### config.mk
export PLATFORM = sky130hd
export DESIGN_NAME = vga_console_writer
export DESIGN_NICKNAME = d
export VERILOG_FILES = /design/src/rtl/vga_text_pkg.sv /design/src/rtl/vga_console_writer.sv
export SDC_FILE = /design/constraint.sdc
export NUM_CORES = 1
export LEC_CHECK = 0
export CORE_UTILIZATION = 25
export CTS_CLUSTER_SIZE = 24
export DETAILED_ROUTE_END_ITERATION = 8
export PLACE_DENSITY_LB_ADDON = 0.05
export SLEW_MARGIN = 0
export SYNTH_ARGS = -nofsm -noshare
export SYNTH_HDL_FRONTEND = slang
export SYNTH_SLANG_ARGS = --single-unit
### constraint.sdc
create_clock -name clock -period 6.21 [get_ports clock]
set_input_delay 0.621 -clock clock [delete_from_list [all_inputs] [get_ports clock]]
set_output_delay 0.621 -clock clock [all_outputs]
set_load 0.005 [all_outputs]
### src/rtl/vga_text_pkg.sv
// ---------------------------------------------------------------------------
// vga_text_pkg
//   Shared definitions for the VGA text-console writer:
//     - default screen geometry (COLS_DEFAULT x ROWS_DEFAULT = CELLS)
//     - CLEAR_WORD: the cell value written by both clear sequences
//     - control-code constants BS, LF, FF, CR and the blank glyph SPACE
//     - writer_state_t: writer FSM states
//     - cell_word(): packs {attr, code} into a text-buffer word
// ---------------------------------------------------------------------------
package vga_text_pkg;

    localparam int COLS_DEFAULT = 100;
    localparam int ROWS_DEFAULT = 60;
    localparam int CELLS        = COLS_DEFAULT * ROWS_DEFAULT;

    // Blank cell: space glyph, fg=7, bg=0.
    localparam logic [15:0] CLEAR_WORD = 16'h3820;

    // Control codes acted on by the writer; every other code is a glyph.
    localparam logic [7:0] BS    = 8'h08;
    localparam logic [7:0] LF    = 8'h0A;
    localparam logic [7:0] FF    = 8'h0C;
    localparam logic [7:0] CR    = 8'h0D;
    localparam logic [7:0] SPACE = 8'h20;

    typedef enum logic [1:0] {
        CLEAR_ALL = 2'd0,
        IDLE      = 2'd1,
        CLEAR_ROW = 2'd2
    } writer_state_t;

    // Text-buffer word layout: {2'b00, fg[2:0], bg[2:0], code[7:0]}.
    function automatic logic [15:0] cell_word(input logic [5:0] attr,
                                              input logic [7:0] code);
        return {2'b00, attr, code};
    endfunction

endpackage

### src/rtl/vga_console_writer.sv
// ---------------------------------------------------------------------------
// vga_console_writer
//   Turns a stream of character bytes into writes to a COLS x ROWS text
//   buffer, handling CR, LF, BS and FF, row wrap and screen clearing.
//
//   Ports
//     clock       rising-edge clock, shared with the text-buffer write port
//     reset       asynchronous active-high reset
//     char_valid  a character byte is offered
//     char_data   character code
//     char_attr   {fg[2:0], bg[2:0]}, sampled with char_data
//     char_ready  writer accepts a character this cycle (state == IDLE)
//     wenable     text-buffer write strobe (registered)
//     waddr       cell address row*COLS+col (registered)
//     wdata       cell word {2'b00, attr, code} (registered)
//     cursor_row  current cursor row
//     cursor_col  current cursor column
//     busy        high while a clear sequence is running
//
//   Behaviour summary
//     After reset the whole screen is cleared.  A glyph is written at the
//     cursor one cycle after acceptance and the cursor advances; running off
//     the last column performs a row advance.  A row advance moves down one
//     row (wrapping to row 0) and blanks that row before accepting more
//     input.  FF homes the cursor and re-clears the whole screen.
// ---------------------------------------------------------------------------
module vga_console_writer
    import vga_text_pkg::*;
#(
    parameter int COLS = COLS_DEFAULT,
    parameter int ROWS = ROWS_DEFAULT
) (
    input  logic        clock,
    input  logic        reset,
    input  logic        char_valid,
    input  logic [7:0]  char_data,
    input  logic [5:0]  char_attr,
    output logic        char_ready,
    output logic        wenable,
    output logic [15:0] waddr,
    output logic [15:0] wdata,
    output logic [6:0]  cursor_row,
    output logic [6:0]  cursor_col,
    output logic        busy
);

    localparam int SCREEN_CELLS = ROWS * COLS;
    // The clear counter runs one past the last cell so the FSM can spend one
    // extra cycle in the clear state after the final write.
    localparam int CNT_W = $clog2(SCREEN_CELLS + 1);

    localparam logic [CNT_W-1:0] SCREEN_END = CNT_W'(SCREEN_CELLS);
    localparam logic [CNT_W-1:0] ROW_END    = CNT_W'(COLS);
    localparam logic [6:0]       LAST_COL   = 7'(COLS - 1);
    localparam logic [6:0]       LAST_ROW   = 7'(ROWS - 1);

    writer_state_t    state_reg;
    logic [CNT_W-1:0] clr_cnt_reg;
    logic [6:0]       row_reg;
    logic [6:0]       col_reg;

    logic [6:0]       row_adv;   // row after a row advance, with wrap

    // Linear cell address; evaluated inside the clocked block so the
    // multiply feeds the waddr register directly.
    function automatic logic [15:0] cell_addr(input int r, input int c);
        return 16'(r * COLS + c);
    endfunction

    assign row_adv    = (row_reg == LAST_ROW) ? 7'd0 : row_reg + 7'd1;

    assign char_ready = (state_reg == IDLE);
    assign busy       = (state_reg != IDLE);
    assign cursor_row = row_reg;
    assign cursor_col = col_reg;

    always_ff @(posedge clock or posedge reset) begin
        if (reset) begin
            state_reg   <= CLEAR_ALL;
            clr_cnt_reg <= '0;
            row_reg     <= '0;
            col_reg     <= '0;
            wenable     <= 1'b0;
            waddr       <= '0;
            wdata       <= '0;
        end else begin
            // No write unless a branch below issues one.
            wenable <= 1'b0;

            case (state_reg)
                CLEAR_ALL: begin
                    if (clr_cnt_reg == SCREEN_END) begin
                        state_reg <= IDLE;
                    end else begin
                        wenable     <= 1'b1;
                        waddr       <= 16'(clr_cnt_reg);
                        wdata       <= CLEAR_WORD;
                        clr_cnt_reg <= clr_cnt_reg + 1'b1;
                    end
                end

                CLEAR_ROW: begin
                    // row_reg already holds the new row; the counter walks
                    // its columns in ascending order.
                    if (clr_cnt_reg == ROW_END) begin
                        state_reg <= IDLE;
                    end else begin
                        wenable     <= 1'b1;
                        waddr       <= cell_addr(int'(row_reg), int'(clr_cnt_reg));
                        wdata       <= CLEAR_WORD;
                        clr_cnt_reg <= clr_cnt_reg + 1'b1;
                    end
                end

                IDLE: begin
                    if (char_valid) begin
                        case (char_data)
                            CR: begin
                                col_reg <= '0;
                            end

                            LF: begin
                                col_reg     <= '0;
                                row_reg     <= row_adv;
                                clr_cnt_reg <= '0;
                                state_reg   <= CLEAR_ROW;
                            end

                            FF: begin
                                col_reg     <= '0;
                                row_reg     <= '0;
                                clr_cnt_reg <= '0;
                                state_reg   <= CLEAR_ALL;
                            end

                            BS: begin
                                // Backspace at column 0 is ignored entirely.
                                if (col_reg != 7'd0) begin
                                    col_reg <= col_reg - 7'd1;
                                    wenable <= 1'b1;
                                    waddr   <= cell_addr(int'(row_reg),
                                                         int'(col_reg) - 1);
                                    wdata   <= cell_word(char_attr, SPACE);
                                end
                            end

                            default: begin
                                // Every non-control code, 0x00-0x1F included,
                                // is a glyph.
                                wenable <= 1'b1;
                                waddr   <= cell_addr(int'(row_reg), int'(col_reg));
                                wdata   <= cell_word(char_attr, char_data);
                                if (col_reg == LAST_COL) begin
                                    col_reg     <= '0;
                                    row_reg     <= row_adv;
                                    clr_cnt_reg <= '0;
                                    state_reg   <= CLEAR_ROW;
                                end else begin
                                    col_reg <= col_reg + 7'd1;
                                end
                            end
                        endcase
                    end
                end

                default: begin
                    // Unreachable encoding: recover through a full clear.
                    state_reg   <= CLEAR_ALL;
                    clr_cnt_reg <= '0;
                    row_reg     <= '0;
                    col_reg     <= '0;
                end
            endcase
        end
    end

endmodule

==> flow_metrics.py, run 1 <==
metrics = {
    "detailed_routing": {
        "wl_met1_um": 8990,
        "route.met3.wl_um": 904,
        "wl_per_cell_um": 19.0,
        "routed_wl_um": 18700,
        "drt_first_pass_iters": 5,
        "drc": 0,
        "top_layer_used": "met4",
        "ant_nets": 0,
        "vias": 4846,
        "drt-initial-drc-count": 293,
        "met2WireLength_um": 8390,
        "vias_per_cell": 4.93,
    },
    "hold_path": {
        "worstHoldPathType": "reg2reg",
    },
    "grt": {
        "grt_pass1_vias": 4797,
        "grt_start_max_net_pins": 62,
        "track_usage_pct": 17.3,
        "antenna_found_initial": 0,
        "grt_overflow": 0,
        "grt_pass1_wl_um": 28800,
    },
    "synthesis": {
        "synth_area_um2": 5450,
        "synth-simple-area-share_pct": 19.7,
        "yosysMostFrequentCell": "nand2_1",
        "synth_mux_area_share_pct": 0.390,
        "synth_top_family_by_area": "compound AO/OA/AOI/OAI gates",
        "yosysTopAreaCell": "dfrtp_1",
        "netlist.area_leader.share_pct": 27.5,
        "ys.flop_type": "dfrtp_1",
        "ys_async_sr_fraction_pct": 100,
        "ys_types": 73,
        "synth_cells": 649,
        "synth_xor_area_share_pct": 9.00,
        "seq_area_frac_synth_pct": 27.5,
        "synth_edf_count": 0,
        "synthAdderAreaFrac_pct": 17.0,
        "synth_area_leaders": "dfrtp_1 (28%), ha_1 (15%), nand2_1 (5.4%), o21ai_0 (5.1%), xor2_1 (4.7%)",
        "ys_top_cells_by_count": "nand2_1 (79), ha_1 (66), nor2_1 (65), dfrtp_1 (60), o21ai_0 (56)",
        "post_synth.cell_area_avg_um2": 8.40,
        "synth_seq_cells": 60,
        "synth-compound-area-share_pct": 22.5,
        "yosysWarnings": 0,
    },
    "worst_setup_path": {
        "max_stage_delay_ns": 0.57,
        "crit_buf_inv": 2,
        "worst_path_max_delay_cell": "dfrtp_1",
        "cp_cell_sequence": "inv_1, ha_1, inv_1, ha_1, fa_1, ha_1, a211oi_1, nor2_1, nor2_1, ha_1, a21o_1, a31o_2, a21oi_1, a21boi_0, or3_1, a32oi_1, o311ai_1, o31a_1",
        "critPathArrivalTime_ns": 5.46,
        "cp_top_family": "adder cells",
        "crit_path_end_kind": "register",
        "crit_path_frequent_cell": "ha_1",
        "startpoint_type": "register",
        "crit_fanout": 8,
        "criticalPathCategory": "reg2reg",
        "critPathRequiredTime_ns": 6.43,
    },
    "layout": {
        "fillers": 2251,
        "layout-drive-gt1-share_pct": 6.07,
        "regArea_um2": 1500,
        "fin_nets": 791,
        "multi_input_area_um2": 3750,
        "antenna_cells": 0,
        "largest_register_ffs": 16,
        "area_growth_pct": 21.6,
    },
    "timing": {
        "tightest_slew_ns": 1.20,
        "rsz0062_at_grt": "false",
        "max_freq_ghz": 0.191,
        "hold_viol_final": 0,
        "period_share_pct": 84.3,
        "finalClockSkew_ns": 0.0102,
        "layout_setup_ws_ns": 0.972,
        "fin_crit_ns": 5.24,
        "setup-violations-final": 0,
        "fin_tns_setup_ns": 0,
        "slew_viol_final": 0,
        "hold_ws_ns": 0.481,
        "relSlewSlack_pct": 19.8,
    },
    "clock_network": {
        "post_cts_buffers": 0,
        "post_cts_resized": 0,
        "clkSinkCount": 60,
        "clock_latency_ns": 0.34,
        "hold_buffers": 0,
        "cts.clk_slew.worst_paths_ns": 0.06,
        "cts_tree": "done",
        "htreeDepth": 3,
        "cts.path.max_buffers": 2,
        "cts_root_buf": "clkbuf_16",
        "cts_buffers": 9,
    },
    "floorplan": {
        "rows": 53,
        "core-area_um2": 21200,
        "initial_core_util_pct": 25.7,
        "dieWidth_um": 150,
        "num_io_pins": 66,
        "die_h_um": 150,
        "die_area_um2": 22400,
    },
    "placement": {
        "place_ws_ns": 1.08,
        "gp_congestion": 0.814,
        "detailed_place_hpwl_um": 14100,
        "io_buffers": 63,
    },
    "power_and_ir_drop": {
        "internal_power_w": 0.000702,
        "p_leak_nw": 2.82,
        "netSwitchingPower_w": 0.000249,
        "pwr-share-comb_pct": 7.2,
        "p_sw_share_pct": 26.2,
        "power_frac_clock_pct": 50.9,
        "p_seq_share_pct": 41.9,
        "irDropWorstVdd_mv": 0.0909,
        "p_per_area_nw_per_um2": 143,
    },
    "flow_run": {
        "cap_violations": 0,
    },
    "run_status": {
        "outcome": "complete, no violations",
    },
}
[layer usage]
| metal | GRT usage [%] | vias up |
|---|---|---|
| li1 | - | 2439 |
| met1 | 23.1 | 2274 |
| met2 | 28.0 | 117 |
| met3 | 3.02 | 16 |
| met4 | 5.66 | 0 |
| met5 | 0 | - |
[area by class of cell]
type,instances,area share [%]
flip-flops and latches,60,22.6
multi-input cells,538,56.5
repair buffers,67,9.96
clock buffers,10,3.60
well taps,275,5.19
inverters,27,1.53
clock inverters,6,0.585
[stage by stage]
step                area (um^2)  cells  utilization, %  power (W)
floorplan                  5460    650               -   0.000445
CTS                        6630    983            31.3   0.000969
finish                     6630    983            31.3   0.000951
detailed placement         6350    967            29.9   0.000475
global route               6630    983            31.3   0.000996
global placement           6350    967            29.9   0.000475
[kinds of logic (layout without fill, tap and decap cells)]
kind of cell | count (synthesis) | count (layout)
AO/OA/AOI/OAI | 183 | 183
flip-flops | 60 | 60
other | 1 | 2
adder cells (fa/ha/maj) | 71 | 71
AND/OR/NAND/NOR | 227 | 227
multiplexers | 2 | 2
buffers and inverters | 52 | 110
XOR/XNOR | 53 | 53
[placed cells by master (no fill, tap or decap), types with 5 or more instances in the layout]
master           synthesis  layout
nor2_1                  65      65
o21a_1                   5       5
ha_1                    66      66
inv_1                   24      23
a21o_1                  10      10
nor3_1                  14      14
o31ai_1                 13      13
clkdlybuf4s50_1          0      63
clkbuf_16                0       9
and3_1                   5       5
nand2_1                 79      79
nand4_1                  7       7
nand3_1                 20      20
xor2_1                  29      29
a21oi_1                 32      32
nor2b_1                  5       5
xnor2_1                 22      22
dfrtp_1                 60      60
o21bai_1                 9       9
a211oi_1                 8       8
fa_1                     5       5
a221oi_1                 6       6
o21ai_0                 56      56
[worst paths after layout]
path	startpoint	to	slack [ns]	cells after the start
max	cursor_row[2]	waddr[13]	0.97	18
min	wdata[6]	wdata[6]	0.48	2
max reg2reg	cursor_row[2]	waddr[13]	0.97	18
min reg2reg	wdata[6]	wdata[6]	0.48	2
max in group asynchronous	reset	clr_cnt_reg[4]	4.79	3
min in group asynchronous	reset	waddr[0]	0.84	3
[power by group through the flow]
stage / sequential, W / combinational (W) / clock, W
final: 0.000399 / 0.0000685 / 0.000484
after global routing: 0.000399 / 0.0000770 / 0.000520
after CTS: 0.000398 / 0.0000700 / 0.000501
after detailed placement: 0.000406 / 0.0000694 / 0
after global placement: 0.000406 / 0.0000694 / 0
after floorplan: 0.000402 / 0.0000434 / 0
[worst register-to-register path: stages (launching register included)]
cell and delay (ns):
dfrtp_1 0.57, inv_1 0.11, ha_1 0.30, inv_1 0.04, ha_1 0.31, fa_1 0.46
ha_1 0.38, a211oi_1 0.43, nor2_1 0.16, nor2_1 0.31, ha_1 0.36, a21o_1 0.21
a31o_2 0.21, a21oi_1 0.17, a21boi_0 0.17, or3_1 0.34, a32oi_1 0.21, o311ai_1 0.14
o31a_1 0.26
Power figures use the tool's default switching activity.
==> run 2: changes to the inputs <==
- clock period: 6.21 -> 4.55 ns (I/O delays scaled with it)
==> run 2 against run 1 <==
Against the previous run:
- clock skew is 0.0051 ns lower
- count of clock-buffer cells in the layout is 1 lower
- sequential power is 35% higher
- register-to-register slack worse by 0.84 ns
- critical path depth stayed put
- via count is 4.4% higher
- worst hold slack worse by 0.0041 ns
- routed wire length is 0.45% lower
- die area stayed put
- cell count is 2.8% higher
- utilization is 1.7 points higher
- non-clock buffer count is 28 higher
- critical path type unchanged
- largest cell class unchanged
==> flow_metrics.py, run 2 (same netlist as run 1, synthesis figures left out) <==
metrics = {
    "run_status": {
        "outcome": "complete, no violations",
    },
    "timing": {
        "fin_crit_ns": 4.42,
        "relSlewSlack_pct": 45.6,
        "finalClockSkew_ns": 0.00505,
        "slew_viol_final": 0,
        "max_freq_ghz": 0.226,
        "hold_viol_final": 0,
        "tightest_slew_ns": 0.813,
        "setup-violations-final": 0,
        "period_share_pct": 97.1,
    },
    "placement": {
        "io_buffers": 63,
        "placed_area_um2": 6550,
        "gp_congestion": 0.849,
        "detailed_place_hpwl_um": 14300,
    },
    "clock_network": {
        "cts_root_buf": "clkbuf_16",
        "cts.clk_slew.worst_paths_ns": 0.06,
        "clkSinkCount": 60,
        "cts_tree": "done",
        "hold_buffers": 0,
        "htreeDepth": 3,
        "cts.path.max_buffers": 2,
        "clock_latency_ns": 0.34,
        "cts_buffers": 9,
    },
    "worst_setup_path": {
        "crit_path_frequent_cell": "ha_1",
        "max_stage_delay_ns": 0.40,
        "reg2reg_to": "waddr[13]",
        "worst_path_max_delay_cell": "dfrtp_1",
        "worstReg2RegStart": "cursor_row[2]",
        "cp_cell_sequence": "buf_4, buf_4, ha_1, ha_1, ha_1, ha_1, o21ai_0, nor2_2, nor2_2, ha_1, a21o_1, a31o_2, a21oi_2, a21boi_2, or3_1, a32oi_1, o311ai_1, o31a_1",
        "startpoint_type": "register",
        "criticalPathCategory": "reg2reg",
        "crit_buf_inv": 2,
        "crit_fanout": 5,
        "cp.depth": 18,
        "critPathRequiredTime_ns": 4.77,
        "crit_path_end_kind": "register",
        "cp_top_family": "compound AO/OA/AOI/OAI gates",
        "rrSetupSlack_ns": 0.13,
        "reg2reg_depth": 18,
        "critPathArrivalTime_ns": 4.64,
    },
    "layout": {
        "fin_nets": 819,
        "largest_register_ffs": 16,
        "utilization_pct": 32.9,
        "mostFrequentLayoutCells": "nand2_1 (79), ha_1 (64), nor2_1 (63), clkdlybuf4s50_1 (63), dfrtp_1 (60)",
        "final_common_cell": "nand2_1",
        "area_growth_pct": 28.2,
        "antenna_cells": 0,
        "fin_area_um2": 6990,
        "layout-drive-gt1-share_pct": 11.8,
    },
    "hold_path": {
        "min_path_cells": 2,
        "hold_path_end": "wdata[7]",
        "worstHoldPathType": "reg2reg",
        "min-delay-start": "wdata[7]",
    },
    "floorplan": {
        "die_h_um": 150,
        "num_io_pins": 66,
        "core-area_um2": 21200,
        "rows": 53,
        "die_area_um2": 22400,
        "initial_core_util_pct": 25.7,
        "dieWidth_um": 150,
    },
    "grt": {
        "antenna_found_initial": 1,
        "grt_pass1_vias": 4918,
        "grt_pass1_wl_um": 29000,
        "grt_start_max_net_pins": 37,
        "grt_overflow": 0,
        "track_usage_pct": 17.2,
    },
    "detailed_routing": {
        "routed_wl_um": 18600,
        "ant_nets": 0,
        "drt_first_pass_iters": 4,
        "wl_per_cell_um": 18.4,
        "drc": 0,
        "vias": 5058,
        "vias_per_cell": 5.00,
        "drt-initial-drc-count": 217,
    },
    "flow_run": {
        "cap_violations": 0,
    },
    "power_and_ir_drop": {
        "p_leak_nw": 2.99,
        "p_per_area_nw_per_um2": 201,
        "irDropWorstVdd_mv": 0.142,
    },
}
==> run 2: through the flow <==
step / total power, W / std cells / setup slack, ns / setup TNS [ns] / hold slack [ns]
after floorplan: 0.000607 / 650 / 0.0797 / 0 / 0.467
after global placement: 0.000652 / 992 / 0.130 / 0 / 0.463
after detailed placement: 0.000653 / 992 / 0.0844 / 0 / 0.469
after CTS: 0.00143 / 1008 / 0.0612 / 0 / 0.483
after global routing: 0.00146 / 1011 / -0.0593 / -0.0870 / 0.491
final: 0.00140 / 1011 / 0.130 / 0 / 0.477
==> run 2: layer usage <==
layer  track usage (%)  wire, um
met4              5.56       404
met5                 0         0
met1              23.2      8820
met3              2.93       776
met2              27.8      8560
==> run 2: how the worst max path moves through the flow <==
stage / slack (ns) / end / startpoint
2_1_floorplan: 0.08 / waddr[13] / cursor_row[2]
5_1_grt: -0.06 / waddr[13] / cursor_row[2]
3_3_place_gp: 0.13 / waddr[13] / cursor_row[2]
6_report: 0.13 / waddr[13] / cursor_row[2]
4_1_cts: 0.06 / waddr[13] / cursor_row[2]
3_5_place_dp: 0.08 / waddr[13] / cursor_row[2]
==> run 2: area by class of cell <==
class	count	area, um^2
tap	275	344
clock inverter	7	98.8
sequential	60	1500
fill	2261	14200
multi-input combinational	538	3850
timing repair buffer	95	871
inverter	27	101
clock buffer	9	225
==> run 2: worst min-delay path, stage by stage, from the launching register on <==
cell and delay [ns]:
dfrtp_1 0.34, nand2_1 0.04, o21ai_0 0.06
==> run 2: what timing repair did <==
action,in CTS,in global routing
resized for setup,0,20
hold endpoints to repair,0,0
setup buffers,0,3
setup endpoints to repair,0,4
==> run 2: power by group <==
group	internal [W]	leakage [nW]	switching, W	total [W]
clock	0.000483	0.156	0.000278	0.000761
sequential	0.000536	0.763	0.00000262	0.000538
combinational	0.0000444	2.07	0.0000612	0.000106
total	0.00106	2.99	0.000341	0.00140
==> run 3: changes to the inputs <==
- clock period: 4.55 -> 4.8 ns (I/O delays scaled with it)
==> run 3 against run 2 <==
Against the previous run:
- cell count decreased by 1.1%
- maximum frequency decreased by 1.9%
- critical path depth unchanged
- register-to-register slack improved by 0.17 ns
- count of clock-buffer cells in the layout increased by 3
- first-iteration DRC count decreased by 6.5%
- flip-flop and latch count unchanged
- power decreased by 8.2%
- largest cell class unchanged
- highest routed layer unchanged
==> flow_metrics.py, run 3 (same netlist as run 1, synthesis figures left out) <==
metrics = {
    "run_status": {
        "outcome": "complete, no violations",
    },
    "clock_network": {
        "cts.path.max_buffers": 2,
        "cts.clk_slew.worst_paths_ns": 0.06,
        "htreeDepth": 3,
        "cts_root_buf": "clkbuf_16",
        "cts_buffers": 9,
        "clock_latency_ns": 0.33,
        "clkSinkCount": 60,
        "cts_tree": "done",
    },
    "grt": {
        "grt_pass1_vias": 4942,
        "antenna_found_initial": 0,
        "grt_pass1_wl_um": 28500,
        "track_usage_pct": 17.0,
        "grt_start_max_net_pins": 53,
        "grt_overflow": 0,
    },
    "timing": {
        "tightest_slew_ns": 0.892,
        "hold_viol_final": 0,
        "relSlewSlack_pct": 40.5,
        "setup-violations-final": 0,
        "fin_tns_setup_ns": 0,
        "slew_viol_final": 0,
        "layout_setup_ws_ns": 0.297,
        "finalClockSkew_ns": 0.00485,
        "fin_crit_ns": 4.50,
        "max_freq_ghz": 0.222,
        "period_share_pct": 93.8,
        "rsz0062_at_grt": "false",
    },
    "detailed_routing": {
        "ant_nets": 0,
        "top_layer_used": "met4",
        "wl_per_cell_um": 18.4,
        "vias": 4928,
        "drt-initial-drc-count": 203,
        "drc": 0,
        "met2WireLength_um": 8690,
        "vias_per_cell": 4.93,
        "route.met3.wl_um": 723,
        "wl_met1_um": 8770,
        "routed_wl_um": 18400,
        "drt_first_pass_iters": 4,
    },
    "hold_path": {
        "worstHoldPathType": "reg2reg",
        "min_path_cells": 2,
        "hold_path_end": "wdata[0]",
        "min-delay-start": "wdata[0]",
    },
    "floorplan": {
        "rows": 53,
        "die_area_um2": 22400,
        "initial_core_util_pct": 25.7,
        "num_io_pins": 66,
        "dieWidth_um": 150,
        "die_h_um": 150,
        "core-area_um2": 21200,
    },
    "worst_setup_path": {
        "worstReg2RegStart": "cursor_row[2]",
        "criticalPathCategory": "reg2reg",
        "crit_start": "cursor_row[2]",
        "crit_path_end_kind": "register",
        "startpoint_type": "register",
        "crit_fanout": 4,
        "reg2reg_to": "waddr[13]",
        "reg2reg_depth": 18,
        "rrSetupSlack_ns": 0.30,
        "critPathArrivalTime_ns": 4.72,
        "critPathRequiredTime_ns": 5.02,
    },
    "layout": {
        "largest_register_ffs": 16,
        "regArea_um2": 1500,
        "multi_input_area_um2": 3760,
        "fillers": 2245,
        "antenna_cells": 0,
        "fin_nets": 809,
        "mostFrequentLayoutCells": "nand2_1 (79), nor2_1 (65), ha_1 (65), clkdlybuf4s50_1 (63), dfrtp_1 (60)",
        "area_growth_pct": 25.1,
        "layout-drive-gt1-share_pct": 8.69,
        "final_common_cell": "nand2_1",
    },
    "flow_run": {
        "cap_violations": 0,
    },
    "placement": {
        "place_ws_ns": 0.0515,
        "detailed_place_hpwl_um": 14100,
        "gp_congestion": 0.812,
        "io_buffers": 63,
    },
    "power_and_ir_drop": {
        "p_per_area_nw_per_um2": 189,
        "irDropWorstVdd_mv": 0.131,
        "p_leak_nw": 2.92,
    },
}
-- run 3: what timing repair did --
item,4_1_cts,5_1_grt
hold buffers,0,0
gates resized for setup,0,5
setup buffers,0,1
setup endpoints to repair,0,4
-- run 3: worst max-delay path by stage --
| stage | end | slack, ns | cells past startpoint |
|---|---|---|---|
| floorplan | waddr[13] | 0.24 | 18 |
| finish | waddr[13] | 0.30 | 18 |
| global placement | waddr[13] | 0.13 | 18 |
| CTS | waddr[13] | 0.04 | 18 |
| detailed placement | waddr[13] | 0.05 | 18 |
| global route | waddr[14] | 0.01 | 19 |
-- run 3: power by group --
group / internal [W] / switching (W) / leakage [nW]
Combinational: 0.0000390 / 0.0000505 / 2.01
Sequential: 0.000508 / 0.00000815 / 0.763
Clock: 0.000441 / 0.000243 / 0.147
-- run 3: critical path, cell delays in order, from the launching register on --
cell      delay [ns]
dfrtp_1         0.39
inv_1           0.07
ha_1            0.27
inv_1           0.04
ha_1            0.30
fa_1            0.51
ha_2            0.32
a211oi_4        0.25
o21ba_2         0.22
nor2_1          0.07
ha_1            0.35
a21o_1          0.19
a31o_2          0.21
a21oi_1         0.20
a21boi_1        0.12
or3_1           0.31
a32oi_1         0.18
o311ai_1        0.13
o31a_1          0.25
-- run 3: area by class of cell --
cell class | count | area share, %
multi-input combinational | 538 | 55.2
sequential | 60 | 22.0
timing repair buffer | 85 | 11.7
tap | 275 | 5.05
clock buffer | 12 | 3.91
inverter | 27 | 1.49
clock inverter | 3 | 0.661
-- run 3: stage by stage --
stage               power [W]  util (%)  instances  hold WS [ns]  instance area (um^2)
global placement     0.000614      30.5        984         0.463                  6480
detailed placement   0.000615      30.5        984         0.471                  6480
floorplan            0.000576         -        650         0.467                  5460
global route          0.00135      32.1       1000         0.511                  6820
CTS                   0.00132      32.0        999         0.483                  6790
finish                0.00129      32.1       1000         0.477                  6820
-- run 3: per-layer routing --
metal	vias up	global-route usage (%)
met5	-	0
met4	0	4.55
li1	2481	-
met2	81	28.4
met1	2360	22.6
met3	6	2.41
